### config.mk
export PLATFORM = sky130hd
export DESIGN_NAME = instr_prefetch_flat
export DESIGN_NICKNAME = d
export VERILOG_FILES = /design/src/rtl/cpu_pkg.sv /design/src/rtl/instr_prefetch_if.sv /design/src/rtl/prefetch_fifo.sv /design/src/rtl/instr_prefetch.sv /design/src/flat_wrapper.sv
export SDC_FILE = /design/constraint.sdc
export NUM_CORES = 1
export LEC_CHECK = 0
export CORE_UTILIZATION = 34
export DETAILED_ROUTE_END_ITERATION = 10
export GPL_ROUTABILITY_DRIVEN = 0
export GPL_TIMING_DRIVEN = 1
export PLACE_DENSITY_LB_ADDON = 0.05
export SETUP_SLACK_MARGIN = 0.5
export SLEW_MARGIN = 5
export SYNTH_ARGS = -nofsm -noshare
export SYNTH_HDL_FRONTEND = slang
export SYNTH_HIERARCHICAL = 1
export SYNTH_SLANG_ARGS = --single-unit
export TNS_END_PERCENT = 1
### constraint.sdc
create_clock -name clk -period 7.5 [get_ports clk]
set_input_delay 1.5 -clock clk [delete_from_list [all_inputs] [get_ports clk]]
set_output_delay 1.5 -clock clk [all_outputs]
set_load 0.02 [all_outputs]
### src/rtl/cpu_pkg.sv
// Shared CPU-side definitions: default bus widths, reset vector and the
// fetch-entry layout (instruction word plus the address it came from).
package cpu_pkg;

   localparam int DEF_ADDR_W = 8;
   localparam int DEF_DATA_W = 16;

   localparam logic [DEF_ADDR_W-1:0] RESET_VECTOR = '0;

   typedef struct packed {
      logic [DEF_DATA_W-1:0] data;
      logic [DEF_ADDR_W-1:0] addr;
   } fetch_entry_t;

endpackage

### src/rtl/instr_prefetch_if.sv
// Fetch-side bundle: I_MEM read port, CPU instruction handshake and redirect.
interface instr_prefetch_if
   import cpu_pkg::*;
#(
   parameter int ADDR_W = DEF_ADDR_W,
   parameter int DATA_W = DEF_DATA_W
) ();

   logic [ADDR_W-1:0] mem_addr;
   logic              mem_oe;
   logic [DATA_W-1:0] mem_data;
   logic              ins_valid;
   logic [DATA_W-1:0] ins_data;
   logic [ADDR_W-1:0] ins_addr;
   logic              ins_ready;
   logic              redirect;
   logic [ADDR_W-1:0] redirect_addr;

   modport master (
      output mem_addr, mem_oe, ins_valid, ins_data, ins_addr,
      input  mem_data, ins_ready, redirect, redirect_addr
   );

   modport slave (
      input  mem_addr, mem_oe, ins_valid, ins_data, ins_addr,
      output mem_data, ins_ready, redirect, redirect_addr
   );

endinterface

### src/rtl/prefetch_fifo.sv
// Synchronous FIFO with flush and a registered head entry; the head holds its
// last value whenever the FIFO is empty.
module prefetch_fifo
   import cpu_pkg::*;
#(
   parameter int WIDTH = DEF_DATA_W + DEF_ADDR_W,
   parameter int DEPTH = 4,
   localparam int CNT_W = $clog2(DEPTH + 1),
   localparam int PTR_W = $clog2(DEPTH)
) (
   input  logic             clk,
   input  logic             reset,
   input  logic             flush,
   input  logic             push,
   input  logic [WIDTH-1:0] push_data,
   input  logic             pop,
   output logic             head_valid,
   output logic [WIDTH-1:0] head_data,
   output logic [CNT_W-1:0] count
);

   logic [WIDTH-1:0] mem_reg [DEPTH];
   logic [PTR_W-1:0] wr_ptr_reg, wr_ptr_next;
   logic [PTR_W-1:0] rd_ptr_reg, rd_ptr_next;
   logic [CNT_W-1:0] count_reg, count_next;
   logic [WIDTH-1:0] head_reg, head_next;
   logic             head_valid_reg, head_valid_next;
   logic             do_push, do_pop;

   assign do_pop  = pop & head_valid_reg & ~flush;
   assign do_push = push & ~flush & ((count_reg != CNT_W'(DEPTH)) | do_pop);

   always_comb begin
      wr_ptr_next     = wr_ptr_reg + PTR_W'(do_push);
      rd_ptr_next     = rd_ptr_reg + PTR_W'(do_pop);
      count_next      = count_reg;
      head_next       = head_reg;
      head_valid_next = 1'b0;
      case ({do_push, do_pop})
         2'b10:   count_next = count_reg + 1'b1;
         2'b01:   count_next = count_reg - 1'b1;
         default: count_next = count_reg;
      endcase
      if (flush) begin
         wr_ptr_next = '0;
         rd_ptr_next = '0;
         count_next  = '0;
      end else if (count_next != '0) begin
         head_valid_next = 1'b1;
         // New head lands in the slot being written this edge: bypass the array.
         if (do_push && (rd_ptr_next == wr_ptr_reg))
            head_next = push_data;
         else
            head_next = mem_reg[rd_ptr_next];
      end
   end

   always_ff @(posedge clk) begin
      if (do_push)
         mem_reg[wr_ptr_reg] <= push_data;
   end

   always_ff @(posedge clk or negedge reset) begin
      if (!reset) begin
         wr_ptr_reg     <= '0;
         rd_ptr_reg     <= '0;
         count_reg      <= '0;
         head_reg       <= '0;
         head_valid_reg <= 1'b0;
      end else begin
         wr_ptr_reg     <= wr_ptr_next;
         rd_ptr_reg     <= rd_ptr_next;
         count_reg      <= count_next;
         head_reg       <= head_next;
         head_valid_reg <= head_valid_next;
      end
   end

   assign head_valid = head_valid_reg;
   assign head_data  = head_reg;
   assign count      = count_reg;

endmodule

### src/rtl/instr_prefetch.sv
// Instruction prefetcher: issues sequential I_MEM reads ahead of the CPU and
// buffers returned words; a redirect flushes everything and restarts fetching.
module instr_prefetch
   import cpu_pkg::*;
#(
   parameter int ADDR_W = DEF_ADDR_W,
   parameter int DATA_W = DEF_DATA_W,
   parameter int DEPTH  = 4
) (
   input  logic              clk,
   input  logic              reset,
   instr_prefetch_if.master  bus
);

   localparam int CNT_W = $clog2(DEPTH + 1);

   logic [ADDR_W-1:0]        fpc_reg;
   logic [ADDR_W-1:0]        ret_addr_reg;
   logic                     ret_pend_reg;
   logic [CNT_W-1:0]         count;
   logic [CNT_W:0]           inflight;
   logic                     issue;
   logic                     head_valid;
   logic [DATA_W+ADDR_W-1:0] head_data;

   // Reserve a slot for the outstanding return so a push never meets a full FIFO.
   assign inflight = {1'b0, count} + (CNT_W + 1)'(ret_pend_reg);
   assign issue    = reset & ~bus.redirect & (inflight < (CNT_W + 1)'(DEPTH));

   assign bus.mem_oe   = issue;
   assign bus.mem_addr = fpc_reg;

   always_ff @(posedge clk or negedge reset) begin
      if (!reset) begin
         fpc_reg      <= ADDR_W'(RESET_VECTOR);
         ret_addr_reg <= '0;
         ret_pend_reg <= 1'b0;
      end else if (bus.redirect) begin
         fpc_reg      <= bus.redirect_addr;
         ret_pend_reg <= 1'b0;
      end else begin
         ret_pend_reg <= issue;
         if (issue) begin
            fpc_reg      <= fpc_reg + 1'b1;
            ret_addr_reg <= fpc_reg;
         end
      end
   end

   prefetch_fifo #(
      .WIDTH (DATA_W + ADDR_W),
      .DEPTH (DEPTH)
   ) u_fifo (
      .clk        (clk),
      .reset      (reset),
      .flush      (bus.redirect),
      .push       (ret_pend_reg),
      .push_data  ({bus.mem_data, ret_addr_reg}),
      .pop        (bus.ins_ready),
      .head_valid (head_valid),
      .head_data  (head_data),
      .count      (count)
   );

   assign bus.ins_valid = head_valid;
   assign bus.ins_data  = head_data[ADDR_W +: DATA_W];
   assign bus.ins_addr  = head_data[ADDR_W-1:0];

endmodule

### src/flat_wrapper.sv
// flat-port wrapper written by rule: the top's interface ports become plain ports
module instr_prefetch_flat import cpu_pkg::*;
#(
   parameter int ADDR_W = DEF_ADDR_W,
   parameter int DATA_W = DEF_DATA_W,
   parameter int DEPTH  = 4
)
  (clk, reset, bus_mem_addr, bus_mem_oe, bus_ins_valid, bus_ins_data, bus_ins_addr, bus_mem_data, bus_ins_ready, bus_redirect, bus_redirect_addr);
  instr_prefetch_if #(.ADDR_W(ADDR_W), .DATA_W(DATA_W)) bus_i ();
  input  logic clk;
  input  logic reset;
  output wire logic [$bits(bus_i.mem_addr)-1:0] bus_mem_addr;
  output wire logic [$bits(bus_i.mem_oe)-1:0] bus_mem_oe;
  output wire logic [$bits(bus_i.ins_valid)-1:0] bus_ins_valid;
  output wire logic [$bits(bus_i.ins_data)-1:0] bus_ins_data;
  output wire logic [$bits(bus_i.ins_addr)-1:0] bus_ins_addr;
  input wire logic [$bits(bus_i.mem_data)-1:0] bus_mem_data;
  input wire logic [$bits(bus_i.ins_ready)-1:0] bus_ins_ready;
  input wire logic [$bits(bus_i.redirect)-1:0] bus_redirect;
  input wire logic [$bits(bus_i.redirect_addr)-1:0] bus_redirect_addr;
  assign bus_mem_addr = bus_i.mem_addr;
  assign bus_mem_oe = bus_i.mem_oe;
  assign bus_ins_valid = bus_i.ins_valid;
  assign bus_ins_data = bus_i.ins_data;
  assign bus_ins_addr = bus_i.ins_addr;
  assign bus_i.mem_data = bus_mem_data;
  assign bus_i.ins_ready = bus_ins_ready;
  assign bus_i.redirect = bus_redirect;
  assign bus_i.redirect_addr = bus_redirect_addr;
  instr_prefetch #(.ADDR_W(ADDR_W), .DATA_W(DATA_W), .DEPTH(DEPTH)) u_core (.clk(clk), .reset(reset), .bus(bus_i));
endmodule
==> results.cfg <==
[logic_synthesis]
syn_avg_cell_area_um2 = 17.9
synth_edf_count = 96
ys.warnings.count = 6
syn_area_um2 = 6040
syn_nets = 370
ys.flop_type = edfxtp_1
yosysSeqAreaShare_pct = 68.0
synth-async-reset-ratio_pct = 33.8
yosysUniqueCellTypes = 46
ys_ff_latch = 145
synth_cells = 338

[worst_hold_path]
hp-class = register to register

[critical_path]
worstPathArrival_ns = 3.97
crit_family = buffers and inverters
max_stage_delay_ns = 0.80
required_ns = 6.00
worst_path_most_repeated_cell = clkdlybuf4s50_1
cp-start-kind = input pin
criticalPathCategory = input pin to primary output
critPathMaxFanout = 22
path_cells = clkdlybuf4s50_1 -> nor2_1 -> nand3_1 -> inv_2 -> clkdlybuf4s50_1
critPathSlowestCell = clkdlybuf4s50_1
critPathBufInv = 3
endpoint_kind = primary output

[drt]
dr.pass1.iters = 6
drt_iter0_drc = 169
wire_per_inst_um = 18.5
ant_nets = 0
routed_wl_um = 12000
drc_errors = 0
routed_via_density = 4.89
via_count = 3181

[pwr]
power_density_nw_per_um2 = 360
p_clk_share_pct = 34.3
swShare_pct = 26.2
internal_power_mw = 2.01
p_switching_mw = 0.716
p_leak_nw = 2.81
seqPwrFrac_pct = 39.4
peakVddDrop_mv = 0.190
total_power_mw = 2.73
combinationalPowerShare_pct = 26.3

[timing]
slew_headroom_pct = 40.5
finalMaxSlewViolations = 0
post-route-min-period_ns = 5.47
setup_viol = 0
hold_viol = 0
fin_crit_sh_pct = 72.9
setup_tns_ns = 0
fin_skew_ns = 0.00811
max_clock_freq_ghz = 0.183
tightest_slew_ns = 0.892
rsz0062_at_grt = no

[die]
core-area_um2 = 17400
start_util_pct = 34.8
ios = 62
fp.dieArea_um2 = 18300
die_w_um = 135
row_count = 48
die_height_um = 135

[layout]
layout.cells.non_filler = 650
regArea_um2 = 4110
final_common_cell = edfxtp_1
fin_nets = 444
fillers = 1530
finish.utilization_pct = 43.7
final_cell_mix = edfxtp_1 (96), clkdlybuf4s50_1 (60), dfrtp_1 (49), nand2_1 (35), mux2_2 (29)
drive_gt1_share_pct = 28.9
largest_register_ffs = 96
antenna_cells = 0
multi_input_area_um2 = 1850
areaGrowthSynthToFinish_pct = 25.4

[clock_tree]
clock_sinks = 145
cts_tree = yes
cts_made_buffers = 17
clk_latency_ns = 0.41
cts_root_buf = clkbuf_16
cts_max_path_buffers = 2
cts_setup_buffers = 0
ctsResizeCount = 0
htreeDepth = 4
cts_hold_buf = 0
clk_pin_slew_ns = 0.05

[run_status]
status = completed

[grt]
grt_pass1_vias = 3371
grt_pass1_wl_um = 19500
antenna_found_initial = 0
gr-total-overflow = 0
grt_usage_pct = 14.7
grt_max_degree = 51

[placement]
placedCellCount = 618
place.detailed.hpwl_um = 7060
portBuffers = 61

[run]
maxCapViolations = 0
## cell usage after synthesis, types with 2 or more instances
cell,n,area share [%]
a32oi_1,2,0.29
a311oi_1,2,0.29
nor3_1,4,0.33
edfxtp_1,96,48
and2_1,4,0.41
mux2_2,29,5.4
a221o_1,2,0.33
buf_1,2,0.12
nor2_1,5,0.31
and3_1,6,0.62
a21o_1,2,0.25
nand2_1,35,2.2
o21ai_0,2,0.17
buf_12,2,0.66
dfrtp_1,49,20
buf_2,4,0.33
xnor2_1,6,0.87
mux4_2,24,8.9
inv_1,5,0.31
a311o_1,3,0.50
clkbuf_1,3,0.19
nor2b_1,3,0.31
nand3_1,5,0.41
mux2_4,19,4.7
ha_1,3,0.62
## layout make-up
cell class	instances	area share, %
sequential	145	54.2
multi-input combinational	174	24.4
timing repair buffer	68	8.69
clock buffer	20	5.89
tap	225	3.72
clock inverter	12	2.79
inverter	6	0.297
## metal layers
layer | GRT usage, % | part of all wire [%]
met5 | 0 | 0
met4 | 5.62 | 1.1
met3 | 4.00 | 4.4
met2 | 21.7 | 46
met1 | 20.5 | 48
## path summary, 6_finish.rpt
path,slack [ns],to,from,cells past startpoint
max in group asynchronous,5.73,u_core/u_fifo/count[1]$_DFF_PN0_,reset,2
max reg2reg,4.29,u_core/u_fifo/head_data[19]$_DFFE_PN0P_,u_core/u_fifo/head_valid$_DFF_PN0_,8
min,0.51,u_core/u_fifo/head_data[22]$_DFFE_PN0P_,u_core/u_fifo/head_data[22]$_DFFE_PN0P_,1
max,2.03,bus_mem_oe,bus_redirect,5
min reg2reg,0.51,u_core/u_fifo/head_data[22]$_DFFE_PN0P_,u_core/u_fifo/head_data[22]$_DFFE_PN0P_,1
min in group asynchronous,1.32,u_core/u_fifo/head_data[0]$_DFFE_PN0P_,reset,2
## kinds of logic (layout without fill, tap and decap cells)
| kind of cell | count (synthesis) | after routing | share of synthesized area, % |
|---|---|---|---|
| mux | 72 | 72 | 19.1 |
| compound gates | 22 | 22 | 3.23 |
| simple gates | 69 | 69 | 5.78 |
| fa+ha+maj | 4 | 4 | 0.952 |
| buf+inv | 19 | 106 | 1.99 |
| flops | 145 | 145 | 68.0 |
| xor+xnor | 7 | 7 | 1.01 |
## power by group through the flow
stage | clock, mW | combinational, mW | sequential, mW
after floorplan | 0 | 0.413 | 1.16
after global placement | 0 | 0.725 | 1.09
after detailed placement | 0 | 0.726 | 1.09
after CTS | 0.961 | 0.730 | 1.08
after global routing | 0.998 | 0.770 | 1.09
final | 0.937 | 0.717 | 1.08
## worst reg2reg max path, delay by kind of cell (launching register included)
kind	cells	cell delay (ns)
adder cells (fa/ha/maj)	1	0.40
flip-flops	1	0.43
AO/OA/AOI/OAI	2	0.79
multiplexers	1	0.44
AND/OR/NAND/NOR	3	0.83
XOR/XNOR	1	0.19
## metrics by stage
| step | hold WS, ns | instance area, um2 | worst slack, ns |
|---|---|---|---|
| final | 0.506 | 7580 | 2.03 |
| after global routing | 0.531 | 7580 | 1.83 |
| after CTS | 0.511 | 7580 | 2.03 |
| after detailed placement | 0.494 | 6920 | 2.04 |
| after global placement | 0.490 | 6920 | 2.08 |
| after floorplan | 0.492 | 6040 | 3.33 |
No activity file was read; power rests on OpenSTA's default activity.
